$ cat config.mk
export PLATFORM = sky130hd
export DESIGN_NAME = lms_ctr_pio_ext
export DESIGN_NICKNAME = d
export VERILOG_FILES = /design/src/rtl/lms_ctr_pio_ext.sv
export SDC_FILE = /design/constraint.sdc
export NUM_CORES = 1
export LEC_CHECK = 0
export ABC_CLOCK_PERIOD_IN_PS = 3900
export CAP_MARGIN = 20
export CORE_MARGIN = 2
export CORE_UTILIZATION = 39
export CTS_CLUSTER_DIAMETER = 80
export CTS_CLUSTER_SIZE = 10
export DETAILED_ROUTE_END_ITERATION = 16
export PLACE_DENSITY = 0.85
export SYNTH_ARGS = -nofsm -noshare
export SYNTH_HDL_FRONTEND = slang
export SYNTH_SLANG_ARGS = --single-unit
$ cat constraint.sdc
create_clock -name clk -period 3.9 [get_ports clk]
set_input_delay 0.78 -clock clk [delete_from_list [all_inputs] [get_ports clk]]
set_output_delay 0.78 -clock clk [all_outputs]
set_load 0.01 [all_outputs]
$ cat src/rtl/lms_ctr_pio_ext.sv
// Avalon-MM GPIO port: output register with set/clear aliases, direction register, synchronised inputs.
// Define LMS_CTR_PIO_EDGE_IRQ_EN to build in edge capture, the IRQ mask and the level interrupt.
module lms_ctr_pio_ext #(
  parameter int unsigned          WIDTH     = 8,
  parameter logic [WIDTH-1:0]     RESET_OUT = '0,
  parameter logic [WIDTH-1:0]     RESET_DIR = '0,
  parameter int unsigned          EDGE_TYPE = 0
) (
  input  logic             clk,
  input  logic             reset_n,
  input  logic [2:0]       address,
  input  logic             chipselect,
  input  logic             write_n,
  input  logic [31:0]      writedata,
  output logic [31:0]      readdata,
  input  logic [WIDTH-1:0] in_port,
  output logic [WIDTH-1:0] out_port,
  output logic [WIDTH-1:0] oe_port,
  output logic             irq
);

  logic             wr;
  logic [WIDTH-1:0] wd;
  logic [WIDTH-1:0] out_q, out_d;
  logic [WIDTH-1:0] dir_q, dir_d;
  logic [WIDTH-1:0] s1_q, s2_q;
  logic [WIDTH-1:0] mask_rd, cap_rd;

  assign wr = chipselect & ~write_n;
  assign wd = writedata[WIDTH-1:0];

  always_comb begin
    out_d = out_q;
    dir_d = dir_q;
    if (wr) begin
      case (address)
        3'd0:    out_d = wd;
        3'd1:    dir_d = wd;
        3'd4:    out_d = out_q | wd;
        3'd5:    out_d = out_q & ~wd;
        default: ;
      endcase
    end
  end

  always_ff @(posedge clk or negedge reset_n) begin
    if (!reset_n) begin
      out_q <= RESET_OUT;
      dir_q <= RESET_DIR;
      s1_q  <= '0;
      s2_q  <= '0;
    end else begin
      out_q <= out_d;
      dir_q <= dir_d;
      s1_q  <= in_port;
      s2_q  <= s1_q;
    end
  end

`ifdef LMS_CTR_PIO_EDGE_IRQ_EN
  logic [WIDTH-1:0] s3_q;
  logic [WIDTH-1:0] mask_q, mask_d;
  logic [WIDTH-1:0] cap_q, cap_d;
  logic [WIDTH-1:0] edge_det;
  logic [WIDTH-1:0] clr;

  always_comb begin
    case (EDGE_TYPE)
      0:       edge_det = s2_q & ~s3_q;
      1:       edge_det = ~s2_q & s3_q;
      default: edge_det = s2_q ^ s3_q;
    endcase
  end

  // A new edge overrides a simultaneous write-1-to-clear of the same bit.
  always_comb begin
    clr    = (wr && address == 3'd3) ? wd : '0;
    mask_d = (wr && address == 3'd2) ? wd : mask_q;
    cap_d  = (cap_q & ~clr) | edge_det;
  end

  always_ff @(posedge clk or negedge reset_n) begin
    if (!reset_n) begin
      s3_q   <= '0;
      mask_q <= '0;
      cap_q  <= '0;
    end else begin
      s3_q   <= s2_q;
      mask_q <= mask_d;
      cap_q  <= cap_d;
    end
  end

  assign irq     = |(cap_q & mask_q);
  assign mask_rd = mask_q;
  assign cap_rd  = cap_q;
`else
  assign irq     = 1'b0;
  assign mask_rd = '0;
  assign cap_rd  = '0;
`endif

  always_comb begin
    readdata = '0;
    case (address)
      3'd0:    readdata[WIDTH-1:0] = (dir_q & out_q) | (~dir_q & s2_q);
      3'd1:    readdata[WIDTH-1:0] = dir_q;
      3'd2:    readdata[WIDTH-1:0] = mask_rd;
      3'd3:    readdata[WIDTH-1:0] = cap_rd;
      3'd6:    readdata[WIDTH-1:0] = s2_q;
      default: ;
    endcase
  end

  assign out_port = out_q;
  assign oe_port  = dir_q;

endmodule
==> out/qor.yml <==
antenna_left: 0
gp_congestion: 0.733
io_pins: 96
io_buffers: 46
power_frac_seq: 0.449
ys_seq_area_frac: 0.528
slew_violations: 0
setup-tns-final_ns: 0
cts_resized: 0
drc: 0
routed_wl_mm: 3.23
core_area_sq_um: 3690
fp.dieArea_sq_um: 4400
track_usage: 0.160
area_growth_syn_to_layout_pct: 33.3
hp-class: "flop to flop"
cts_tree: "built"
cp-start-kind: "input pin"
fin_crit_ns: 3.44
clk-insertion-delay-late_ns: 0.28
synthArstFlopShare: 1.00
cts-buffers-inserted: 5
ctsHoldBuffers: 0
design_area_sq_um: 2020
max_stage_delay_ns: 0.49
crit_chain: "clkdlybuf4s50_1, or2_1, o21ai_0, a32o_1, clkdlybuf4s50_1"
cts.htree.levels: 2
dpl.hpwl_mm: 2.19
place_ws_ns: 0.460
syn_avg_cell_area_sq_um: 11.2
fin_cells: 231
clkPwrFrac: 0.290
synth-main-ff-cell: "dfrtp_1"
p_int_w: 0.000680
most-common-layout-cells: "46 x clkdlybuf4s50_1, 32 x dfrtp_1, 25 x conb_1"
drive_above_1_share: 0.104
postCtsSetupRepairBufs: 0
synth.area.top_cells: "dfrtp_1 53%, buf_4 12%, mux2_4 7.9%"
fillers: 355
synth_seq_cells: 32
grt_pass1_wl_mm: 5.04
required_ns: 3.12
num_rows: 22
rsz0062_at_grt: "false"
place_area_sq_um: 1930
crit_arrival_ns: 2.66
crit_path_top_delay_cell: "clkdlybuf4s50_1"
status: "completed"
vias: 1080
tightest_slew_ns: 0.700
overflow: 0
mostFrequentLayoutCell: "clkdlybuf4s50_1"
p_sw_frac: 0.266
slew_headroom: 0.530
antenna_found_initial: 0
reg2reg_depth: 2
clk_transition_reported_paths_ns: 0.06
setup_viol: 0
synth_edf_count: 0
cp-end-kind: "output pin"
ir_worst_vdd_mv: 0.282
cts_root_buffer: "clkbuf_8"
synth_cell_types: 19
dp_cells: 224
p_comb_frac: 0.261
crit_top_cell: "clkdlybuf4s50_1"
fin_skew_ns: 0.00308
drtIter0Drc: 36
ys_warn_count: 0
p_total_w: 0.000926
die_x_um: 66.4
period_share: 0.882
first_global_vias: 1033
max-cap-violations: 0
power.switching_w: 0.000246
crit_type: "input pin to output pin"
p_leak_nw: 0.914
synthCells: 135
dr.pass1.iters: 4
path_max_fanout: 17
synth_top_area_cell: "dfrtp_1"
synth_top_area_frac: 0.528
syn-cell-area_sq_um: 1520
max_freq_mhz: 291
timing.final.ws_setup_ns: 0.460
start_util: 0.411
die_h_um: 66.4
p_per_area_nw_per_um2: 458
cts_buffer_depth: 2
wire_per_inst_um: 14.0
antenna_cells: 0
via_per_inst: 4.68
cts_sinks: 32
whs_path_depth: 0
grt_start_max_net_pins: 33
nets: 230
finalHoldViolCount: 0
[sequential cells by signal, indices dropped and copies added (netlist names)]
signal and flops:
oe_port 8, out_port 8, s1_q 8, s2_q 8
[cells by family (layout without fill, tap and decap cells)]
group	Yosys count	count (layout)	synth area share
other cells	1	25	0.00247
compound gates	25	25	0.135
flops	32	32	0.528
mux	8	8	0.0792
buf+inv	33	57	0.150
simple gates	36	36	0.105
[cell type report]
class / instances / area, sq um / share of cell area
Sequential cell: 32 / 801 / 0.396
Multi-Input combinational cell: 94 / 578 / 0.286
Timing Repair Buffer: 49 / 483 / 0.239
Clock buffer: 7 / 96.3 / 0.0476
Tap cell: 48 / 60.1 / 0.0297
Inverter: 1 / 3.75 / 0.00186
[metal layers]
layer | wire (um) | part of all wire | GRT usage
met5 | 0 | 0 | 0
met4 | 49 | 0.015 | 0.0689
met3 | 266 | 0.082 | 0.0460
met2 | 1550 | 0.48 | 0.258
met1 | 1360 | 0.42 | 0.200
[Yosys cell counts (2+ instances only)]
| master | count |
|---|---|
| o21ai_0 | 8 |
| a32o_1 | 8 |
| mux2_4 | 8 |
| nand2_1 | 8 |
| a221o_1 | 8 |
| nor2_1 | 23 |
| buf_4 | 25 |
| buf_2 | 2 |
| dfrtp_1 | 32 |
| clkbuf_1 | 4 |
[critical path: cells and delay by family]
family | cells | cell delay (ns)
AO/OA/AOI/OAI | 2 | 0.46
AND/OR/NAND/NOR | 1 | 0.46
buffers and inverters | 2 | 0.96
[final timing paths]
path,start,to,slack [ns]
max,address[1],readdata[4],0.46
min,s1_q[7]$_DFF_PN0_,s2_q[7]$_DFF_PN0_,0.35
max reg2reg,out_port[7]$_DFFE_PN0P_,out_port[7]$_DFFE_PN0P_,2.97
min reg2reg,s1_q[7]$_DFF_PN0_,s2_q[7]$_DFF_PN0_,0.35
max in group asynchronous,reset_n,oe_port[1]$_DFFE_PN0P_,2.71
min in group asynchronous,reset_n,s2_q[4]$_DFF_PN0_,0.90
[per-stage QoR]
step           hold slack, ns   util
4_1_cts                 0.350  0.548
3_3_place_gp            0.332  0.522
3_5_place_dp            0.336  0.522
6_report                0.349  0.548
2_1_floorplan           0.331      -
5_1_grt                 0.354  0.548
[power by group through the flow]
stage                     clock (W)  combinational, W  sequential (W)
after detailed placement          0          0.000244        0.000421
after CTS                  0.000276          0.000245        0.000415
after floorplan                   0          0.000113        0.000431
final                      0.000269          0.000242        0.000415
after global routing       0.000296          0.000263        0.000421
after global placement            0          0.000240        0.000418
Power figures use the tool's default switching activity.
